File: src/rtl/ping_pong_ctrl_n_if.sv
// Bus between the ping-pong controller and its producer, consumer and the two
// buffer banks. The controller uses the slave view; the surroundings use the master view.
interface ping_pong_ctrl_n_if #(
  parameter int TOTAL_MODULES = 3,
  parameter int TOTAL_DEPTH   = 16,
  parameter int ADDR_WIDTH    = $clog2(TOTAL_DEPTH),
  parameter int IDX_WIDTH     = $clog2(TOTAL_MODULES)
);
  logic                  in_valid;
  logic                  in_ready;
  logic                  drain_en;
  logic [IDX_WIDTH-1:0]  slicing_idx;
  logic                  bank0_ena;
  logic                  bank0_wea;
  logic [ADDR_WIDTH-1:0] bank0_addra;
  logic                  bank1_ena;
  logic                  bank1_wea;
  logic [ADDR_WIDTH-1:0] bank1_addra;
  logic                  out_valid;
  logic                  out_sel;
  logic                  out_last;
  logic                  frame_done;

  modport master (
    output in_valid, drain_en,
    input  in_ready, slicing_idx,
    input  bank0_ena, bank0_wea, bank0_addra,
    input  bank1_ena, bank1_wea, bank1_addra,
    input  out_valid, out_sel, out_last, frame_done
  );

  modport slave (
    input  in_valid, drain_en,
    output in_ready, slicing_idx,
    output bank0_ena, bank0_wea, bank0_addra,
    output bank1_ena, bank1_wea, bank1_addra,
    output out_valid, out_sel, out_last, frame_done
  );
endinterface

File: src/rtl/ping_pong_ctrl_n.sv
// Ping-pong buffer controller: fills one bank from the producer while the other
// drains to the matmul consumer as a contiguous burst, tracking module slices.
module ping_pong_ctrl_n #(
  parameter int TOTAL_MODULES = 3,
  parameter int TOTAL_DEPTH   = 16,
  parameter int ADDR_WIDTH    = $clog2(TOTAL_DEPTH),
  parameter int IDX_WIDTH     = $clog2(TOTAL_MODULES)
) (
  input logic               clk,
  input logic               rst_n,
  ping_pong_ctrl_n_if.slave bus
);

  typedef enum logic [1:0] {
    EMPTY    = 2'd0,
    FULL     = 2'd1,
    DRAINING = 2'd2
  } bank_state_e;

  localparam logic [ADDR_WIDTH-1:0] LAST_ADDR = ADDR_WIDTH'(TOTAL_DEPTH - 1);
  localparam logic [IDX_WIDTH-1:0]  LAST_IDX  = IDX_WIDTH'(TOTAL_MODULES - 1);

  bank_state_e [1:0]     state_q;
  bank_state_e [1:0]     state_d;
  logic                  wbank;
  logic                  rbank;
  logic [ADDR_WIDTH-1:0] wr_addr;
  logic [ADDR_WIDTH-1:0] rd_addr;
  logic [IDX_WIDTH-1:0]  fill_slice;
  logic [IDX_WIDTH-1:0]  drain_slice;
  logic                  out_valid_q;
  logic                  out_sel_q;
  logic                  out_last_q;
  logic                  frame_done_q;

  logic wr_fire;
  logic wr_last;
  logic drain_start;
  logic rd_fire;
  logic rd_last;

  // Next-state logic. The writing bank is EMPTY and the reading bank is FULL or
  // DRAINING, so a write and a read can never target the same bank.
  always_comb begin
    // NOTE: every signal gets a default before any condition so no latch is inferred.
    state_d     = state_q;
    // Gating with rst_n keeps the write strobes low while reset is held.
    wr_fire     = rst_n && bus.in_valid && (state_q[wbank] == EMPTY);
    wr_last     = wr_fire && (wr_addr == LAST_ADDR);
    drain_start = (state_q[rbank] == FULL) && bus.drain_en;
    rd_fire     = drain_start || (state_q[rbank] == DRAINING);
    rd_last     = rd_fire && (rd_addr == LAST_ADDR);

    if (wr_last)     state_d[wbank] = FULL;
    if (drain_start) state_d[rbank] = DRAINING;
    if (rd_last)     state_d[rbank] = EMPTY;
  end

  always_ff @(posedge clk or negedge rst_n) begin
    if (!rst_n) begin
      state_q[0]   <= EMPTY;
      state_q[1]   <= EMPTY;
      wbank        <= 1'b0;
      rbank        <= 1'b0;
      wr_addr      <= '0;
      rd_addr      <= '0;
      fill_slice   <= '0;
      drain_slice  <= '0;
      out_valid_q  <= 1'b0;
      out_sel_q    <= 1'b0;
      out_last_q   <= 1'b0;
      frame_done_q <= 1'b0;
    end else begin
      // NOTE: sequential state uses non-blocking assignments so every register
      // samples pre-edge values regardless of statement order.
      state_q <= state_d;

      if (wr_fire) begin
        wr_addr <= wr_last ? '0 : wr_addr + 1'b1;
        if (wr_last) begin
          wbank      <= ~wbank;
          fill_slice <= (fill_slice == LAST_IDX) ? '0 : fill_slice + 1'b1;
        end
      end

      if (rd_fire) begin
        rd_addr <= rd_last ? '0 : rd_addr + 1'b1;
        if (rd_last) begin
          rbank       <= ~rbank;
          drain_slice <= (drain_slice == LAST_IDX) ? '0 : drain_slice + 1'b1;
        end
      end

      // Bank read latency is one cycle, so the tags trail the issue by one.
      out_valid_q  <= rd_fire;
      out_sel_q    <= rbank;
      out_last_q   <= rd_last;
      frame_done_q <= rd_last && (drain_slice == LAST_IDX);
    end
  end

  always_comb begin
    bus.bank0_ena   = 1'b0;
    bus.bank0_wea   = 1'b0;
    bus.bank0_addra = '0;
    bus.bank1_ena   = 1'b0;
    bus.bank1_wea   = 1'b0;
    bus.bank1_addra = '0;

    if (wr_fire) begin
      if (wbank == 1'b0) begin
        bus.bank0_ena   = 1'b1;
        bus.bank0_wea   = 1'b1;
        bus.bank0_addra = wr_addr;
      end else begin
        bus.bank1_ena   = 1'b1;
        bus.bank1_wea   = 1'b1;
        bus.bank1_addra = wr_addr;
      end
    end

    if (rd_fire) begin
      if (rbank == 1'b0) begin
        bus.bank0_ena   = 1'b1;
        bus.bank0_addra = rd_addr;
      end else begin
        bus.bank1_ena   = 1'b1;
        bus.bank1_addra = rd_addr;
      end
    end
  end

  assign bus.in_ready    = (state_q[wbank] == EMPTY);
  assign bus.slicing_idx = fill_slice;
  assign bus.out_valid   = out_valid_q;
  assign bus.out_sel     = out_sel_q;
  assign bus.out_last    = out_last_q;
  assign bus.frame_done  = frame_done_q;

endmodule
File: src/flat_wrapper.sv
// flat-port wrapper written by rule: the top's interface ports become plain ports
module ping_pong_ctrl_n_flat 
#(
  parameter int TOTAL_MODULES = 3,
  parameter int TOTAL_DEPTH   = 16,
  parameter int ADDR_WIDTH    = $clog2(TOTAL_DEPTH),
  parameter int IDX_WIDTH     = $clog2(TOTAL_MODULES)
)
  (clk, rst_n, bus_in_valid, bus_drain_en, bus_in_ready, bus_slicing_idx, bus_bank0_ena, bus_bank0_wea, bus_bank0_addra, bus_bank1_ena, bus_bank1_wea, bus_bank1_addra, bus_out_valid, bus_out_sel, bus_out_last, bus_frame_done);
  ping_pong_ctrl_n_if #(.TOTAL_MODULES(TOTAL_MODULES), .TOTAL_DEPTH(TOTAL_DEPTH), .ADDR_WIDTH(ADDR_WIDTH), .IDX_WIDTH(IDX_WIDTH)) bus_i ();
  input logic clk;
  input logic rst_n;
  input wire logic [$bits(bus_i.in_valid)-1:0] bus_in_valid;
  input wire logic [$bits(bus_i.drain_en)-1:0] bus_drain_en;
  output wire logic [$bits(bus_i.in_ready)-1:0] bus_in_ready;
  output wire logic [$bits(bus_i.slicing_idx)-1:0] bus_slicing_idx;
  output wire logic [$bits(bus_i.bank0_ena)-1:0] bus_bank0_ena;
  output wire logic [$bits(bus_i.bank0_wea)-1:0] bus_bank0_wea;
  output wire logic [$bits(bus_i.bank0_addra)-1:0] bus_bank0_addra;
  output wire logic [$bits(bus_i.bank1_ena)-1:0] bus_bank1_ena;
  output wire logic [$bits(bus_i.bank1_wea)-1:0] bus_bank1_wea;
  output wire logic [$bits(bus_i.bank1_addra)-1:0] bus_bank1_addra;
  output wire logic [$bits(bus_i.out_valid)-1:0] bus_out_valid;
  output wire logic [$bits(bus_i.out_sel)-1:0] bus_out_sel;
  output wire logic [$bits(bus_i.out_last)-1:0] bus_out_last;
  output wire logic [$bits(bus_i.frame_done)-1:0] bus_frame_done;
  assign bus_i.in_valid = bus_in_valid;
  assign bus_i.drain_en = bus_drain_en;
  assign bus_in_ready = bus_i.in_ready;
  assign bus_slicing_idx = bus_i.slicing_idx;
  assign bus_bank0_ena = bus_i.bank0_ena;
  assign bus_bank0_wea = bus_i.bank0_wea;
  assign bus_bank0_addra = bus_i.bank0_addra;
  assign bus_bank1_ena = bus_i.bank1_ena;
  assign bus_bank1_wea = bus_i.bank1_wea;
  assign bus_bank1_addra = bus_i.bank1_addra;
  assign bus_out_valid = bus_i.out_valid;
  assign bus_out_sel = bus_i.out_sel;
  assign bus_out_last = bus_i.out_last;
  assign bus_frame_done = bus_i.frame_done;
  ping_pong_ctrl_n #(.TOTAL_MODULES(TOTAL_MODULES), .TOTAL_DEPTH(TOTAL_DEPTH), .ADDR_WIDTH(ADDR_WIDTH), .IDX_WIDTH(IDX_WIDTH)) u_core (.clk(clk), .rst_n(rst_n), .bus(bus_i));
endmodule
File: config.mk
export PLATFORM = sky130hd
export DESIGN_NAME = ping_pong_ctrl_n_flat
export DESIGN_NICKNAME = d
export VERILOG_FILES = /design/src/rtl/ping_pong_ctrl_n_if.sv /design/src/rtl/ping_pong_ctrl_n.sv /design/src/flat_wrapper.sv
export SDC_FILE = /design/constraint.sdc
export NUM_CORES = 1
export LEC_CHECK = 0
export ABC_AREA = 1
export CAP_MARGIN = 0
export CORE_MARGIN = 10
export CORE_UTILIZATION = 40
export DETAILED_ROUTE_END_ITERATION = 10
export HOLD_SLACK_MARGIN = 0.1
export PLACE_DENSITY_LB_ADDON = 0.15
export SLEW_MARGIN = 25
export SYNTH_ARGS = -nofsm -noshare
export SYNTH_HDL_FRONTEND = slang
export SYNTH_SLANG_ARGS = --single-unit
File: constraint.sdc
create_clock -name clk -period 1.8 [get_ports clk]
set_input_delay 0.18 -clock clk [delete_from_list [all_inputs] [get_ports clk]]
set_output_delay 0.18 -clock clk [all_outputs]
set_load 0.01 [all_outputs]
**Word level (Yosys, flattened, before mapping)**

Cells that the tools add are included.

- Multiplexer cells: 31
- Div/mod/pow operators: 0
- Reductions and logical operators: 12
- Eq/ne operators: 6
- Shift-type cells: 0
- Order comparisons: 4
- $mul: 0
- Bitwise logic cells: 10
- $add $sub $neg: 4

Operator list:

| cell | count |
|---|---|
| $mux 4 | 13 |
| $mux 2 | 8 |
| $add 4x1->4 const B | 2 |
| $eq 4x4->1 const B | 2 |
| $logic_and 1x1->1 | 8 |
| $mux 1 | 8 |
| $eq 2x2->1 const B | 3 |
| $add 2x1->2 const B | 2 |
| $and 2x2->2 | 2 |
| $and 4x4->4 | 1 |
| $demux 2 s1 | 2 |
| $lt 1x2->1 const B | 2 |
| $not 2->2 | 2 |
| $not 4->4 | 1 |
| $or 2x2->2 | 2 |
| $reduce_and 2->1 | 2 |
| $eq 2x1->1 const B | 1 |
| $ge 1x1->1 const B | 2 |
| $logic_not 2->1 | 1 |
| $not 1->1 | 2 |
| $logic_or 1x1->1 | 1 |

- Bits in read-only memories: 0
- Memories kept: 0
- Input bits: 4
- Latch bits: 0
- Bits in writable memories: 0
- Output and inout port bits: 19
- Register bits: 22
- Word-level logic and storage cells: 79

**Depth between registers and ports, before layout**

- Depth in word-level cells: 11
- Mapped depth: 9
- Mapped depth without buffers: 8

**Worst setup path after synthesis**

OpenSTA, ideal clock, no wires.

- Path type: register to output
- Start: reg u_core.rbank
- End: out bus_bank0_addra[0]
- Path buffers: 2
- Data arrival time: 1120 ps
- Path slack: 500 ps
- Cell stages (with the launch flop): 8
- Required time: 1620 ps
- Cell sequence: dfrtp_1 -> buf_4 -> nand2_2 -> nand2_4 -> nand2_8 -> buf_8 -> nand4_1 -> nand2_1

- Word-level cells in the longest chain between the ends: 6
- Elaborated cells between the ends (all ways): 8
- Those cells by class: eq/ne: 2; mux: 4; reduce/logical: 2

RTL lines:

| element | RTL line | text |
|---|---|---|
| start, declared | ping_pong_ctrl_n.sv:26 | `logic rbank;` |
| start signal, assigned | ping_pong_ctrl_n.sv:89 | `rbank <= ~rbank;` |
| $mux 2 (implied by the code) (2 in a row) | ping_pong_ctrl_n.sv:50, ping_pong_ctrl_n.sv:51 |  |
| $eq 2x1->1 | ping_pong_ctrl_n.sv:50 | `drain_start = (state_q[rbank] == FULL) && bus.drain_en;` |
| $logic_and 1x1->1 | ping_pong_ctrl_n.sv:50 |  |
| $logic_or 1x1->1 | ping_pong_ctrl_n.sv:51 | `rd_fire = drain_start \|\| (state_q[rbank] == DRAINING);` |
| $mux 4 (*) | ping_pong_ctrl_n.sv:122 | `if (rd_fire) begin` |
| end, declared | flat_wrapper.sv:19 | `output wire logic [$bits(bus_i.bank0_addra)-1:0] bus_bank0_addra;` |

Mark *: on every way between the ends. The rest lies on a longest branch, timed or not. The select of a mux whose other input is x is not followed.

**Worst setup path after layout**

- Start: reg u_core.rbank
- End: out bus_bank0_ena

- Word-level cells in the longest chain between the ends: 6
- Elaborated cells between the ends (all ways): 8
- Those cells by class: eq/ne: 2; mux: 4; reduce/logical: 2

RTL lines:

| element | RTL line | text |
|---|---|---|
| $mux 2 (implied by the code) (2 in a row) | ping_pong_ctrl_n.sv:50, ping_pong_ctrl_n.sv:51 |  |
| $eq 2x1->1 | ping_pong_ctrl_n.sv:50 |  |
| $logic_and 1x1->1 | ping_pong_ctrl_n.sv:50 |  |
| $logic_or 1x1->1 | ping_pong_ctrl_n.sv:51 |  |
| $mux 1 (*) | ping_pong_ctrl_n.sv:122 |  |
| end, declared | flat_wrapper.sv:17 | `output wire logic [$bits(bus_i.bank0_ena)-1:0] bus_bank0_ena;` |

Marked as above.

==> metrics.md <==
| Metric | Value |
|---|---|
| Fin Setup TNS | `0 ps` |
| Yosys warning count | `0` |
| Flip-flop and latch count after synthesis | `22` |
| # diodes | `0` |
| H-Tree Depth | `1` |
| Hold WC Path Type | `in -> async` |
| Wire per inst | `between 10 and 15 um` |
| R2R setup slack | `roughly 190 ps` |
| Syn nets | `~180` |
| GR Util met1 | `between 10% and 20%` |
| Initial antenna violation count | `0` |
| Gpl congestion | `about 0.86` |
| Final instance area | `roughly 0.0017 mm2` |
| Type of destination of the critical path | `primary output` |
| Worst Tran Pin Value | `roughly 300 ps` |
| GRT met3 Usage | `around 2.6%` |
| Sequential share of the synthesized area | `between 40% and 50%` |
| Required time of the critical path | `1620 ps` |
| Gr ovfl total | `0` |
| Crit path cell chain | `buf_6 -> nand2_2 -> nand2_4 -> nand2_8 -> nand2_4 -> o21bai_1 -> buf_2` |
| Fin crit share | `a little over nine tenths` |
| Core ar. | `approximately 0.0033 mm2` |
| Slowest-stage cell, CP | `dfrtp_2` |
| CTS Buf Count | `3` |
| Largest net degree at the start of global routing | `23` |
| Dpl hpwl | `~2500 um` |
| Initial DRT Pass Iterations | `4` |
| Layout Area Growth over Synthesis | `25.7%` |
| Via count | `around 1300` |
| Final setup violation count | `0` |
| Clk pin slew, worst setup/hold paths | `about 130 ps` |
| Peak supply drop | `approximately 0.23 mV` |
| Netlist cell types | `24` |
| Via-to-Cell Ratio | `around 5.0` |
| RSZ-0062 raised after global routing | `yes` |
| Final core utilization | `between 50% and 60%` |
| CP Data Arrival Time | `between 1500 and 2000 ps` |
| Final WL | `3550 um` |
| Crit path kind | `reg -> out` |
| Vias in the first global route | `around 1200` |
| CTS tree | `yes` |
| CP startpoint kind | `flip-flop` |
| Height of the chip | `approximately 78 um` |
| Total power divided by cell area | `439 mW/mm2` |
| Slew HR | `80.3%` |
| Port buffer count | `22` |
| Die extent in x | `78.3 um` |
| Worst skew pair latency | `about 310 ps` |
| Post-DP Area | `between 0.0015 and 0.002 mm2` |
| Max_cap viols | `0` |
| Slew Viols, Final | `0` |
| Initial Util | `about two fifths` |
| First-pass GRT wire length | `roughly 5600 um` |
| Mapped Area | `roughly 0.0014 mm2` |
| Synthesized netlist cell count | `between 150 and 200` |
| Busiest grt layer | `met2` |
| GRT Overall Usage | `about 11%` |
| Total power | `roughly 750 uW` |
| GR Layer Usage met2 | `18.5%` |
| Post-DRT Antenna Nets | `0` |
| Root buffer cell | `clkbuf_4` |
| Fmax | `about 580 MHz` |
| Minimum clock period after layout | `~1700 ps` |
| Max Buffers Root-to-Sink | `2` |
| DRT iter0 DRCs | `slightly below 70` |
| Largest stage delay on the critical path | `roughly 480 ps` |
| Number of hold violations in the final report | `0` |
| Clock skew | `between 10 and 15 ps` |
| Placement Rows | `21` |
| Critical Path Source | `u_core.rbank` |
| Ports | `23` |
| Leak | `roughly 0.00089 uW` |
| Result of the run | `completed` |
| Worst Path Max Fanout | `6` |
| Reg2reg start | `u_core.rbank` |
| Most used cell along the critical path | `nand2_4` |
| # hold bufs at CTS | `0` |
| Clock Sinks | `22` |
| Share of layout cells above drive strength 1 | `between 20% and 30%` |
| # DRC | `0` |
| Die Area | `roughly 0.006 mm2` |
| Worst R2R End | `u_core.state_q[1]` |
| Syn Area/Cell | `between 7 and 8 um2` |
| Register-to-Register Path Depth | `10` |
| Fin nets | `approximately 220` |
critical path: cells and delay by family (launching register included):
kind	cells	cell delay, ps
AND/OR/NAND/NOR	4	330
flip-flops	1	480
AO/OA/AOI/OAI	1	140
buffers and inverters	2	310
sequential cells by signal, summed over array words and instances (netlist names):
signal,cells
u_core.bus.frame_done,1
u_core.bus.out_last,1
u_core.bus.out_sel,1
u_core.bus.out_valid,1
u_core.bus.slicing_idx,2
u_core.drain_slice,2
u_core.rbank,1
u_core.rd_addr,4
u_core.state_q,4
u_core.wbank,1
u_core.wr_addr,4
worst max-delay path by stage:
stage	to	slack (ps)	cells past startpoint
floorplan	bus_bank0_addra[0]	500	7
CTS	bus_bank0_addra[3]	1	7
finish	bus_bank0_ena	70	7
global route	bus_bank0_ena	-20	7
detailed placement	bus_bank1_ena	-230	5
global placement	bus_bank0_ena	-190	5
cell usage in the layout, fill, tap and decap left out, drive strengths merged, types with 3 or more instances in the layout:
cell           count
nand4             17
nor2              10
inv               21
nand2             78
dfrtp             22
clkdlybuf4s50      9
o21ai              7
dlygate4sd2        3
buf               18
clkbuf             5
nand3              9
layout make-up:
cell class / count / area (um2)
fillers: 345 / 1600
flip-flops and latches: 22 / 552
clock buffers: 3 / 22.5
repair buffers: 32 / 245
multi-input cells: 129 / 751
inverters: 21 / 81.3
well taps: 46 / 57.6
what timing repair did:
item | 4_1_cts | 5_1_grt
pin swaps | 0 | 8
setup endpoints to repair | 13 | 10
setup buffers | 0 | 2
resized for setup | 37 | 17
gates cloned | 0 | 2
cells by family after synthesis:
logic type      Yosys count  synth area share [%]
xor+xnor                  2                  1.29
flops                    22                  40.5
compound gates           10                  4.05
fa+ha+maj                 2                  1.84
simple gates            113                  42.5
buf+inv                  27                  9.84
cell usage after synthesis:
cell      number  area share (%)
nor2_2         2            0.92
nand2_4        4             3.3
inv_2          5             1.4
nand2_8        2             2.9
o21ai_1        4             1.5
or2_2          1            0.46
nand2_2        5             2.3
dfrtp_1       22              40
o21bai_1       2             1.1
inv_1         16             4.4
xnor2_1        2             1.3
nand3_1        7             2.6
buf_8          1             1.1
nand3_2        1            0.74
ha_1           2             1.8
nand2_1       65              18
nor2_1         8             2.2
nand4_1       17             7.8
buf_2          2            0.74
o21ai_0        3             1.1
buf_4          1            0.55
nand3_4        1             1.3
a21oi_1        1            0.37
buf_6          2             1.7
power by group:
part / switching (uW) / leakage, uW / internal, uW
Combinational: 15.7 / 0.000594 / 7.68
Clock: 154 / 0.0000138 / 78.2
Sequential: 0 / 0.000285 / 494
Total: 170 / 0.000892 / 580
stage by stage:
step	setup slack (ps)	instances	hold slack (ps)
finish	70.0	253	312
global route	-15.3	253	324
CTS	1.33	249	314
detailed placement	-227	246	490
global placement	-193	246	485
floorplan	500	176	-116
per-layer routing:
layer | share of wire [%] | up-vias
met5 | 0 | -
met2 | 48 | 34
met1 | 45 | 597
li1 | - | 627
met4 | 1.2 | 0
met3 | 5.6 | 4
No activity file was read; power rests on OpenSTA's default activity.
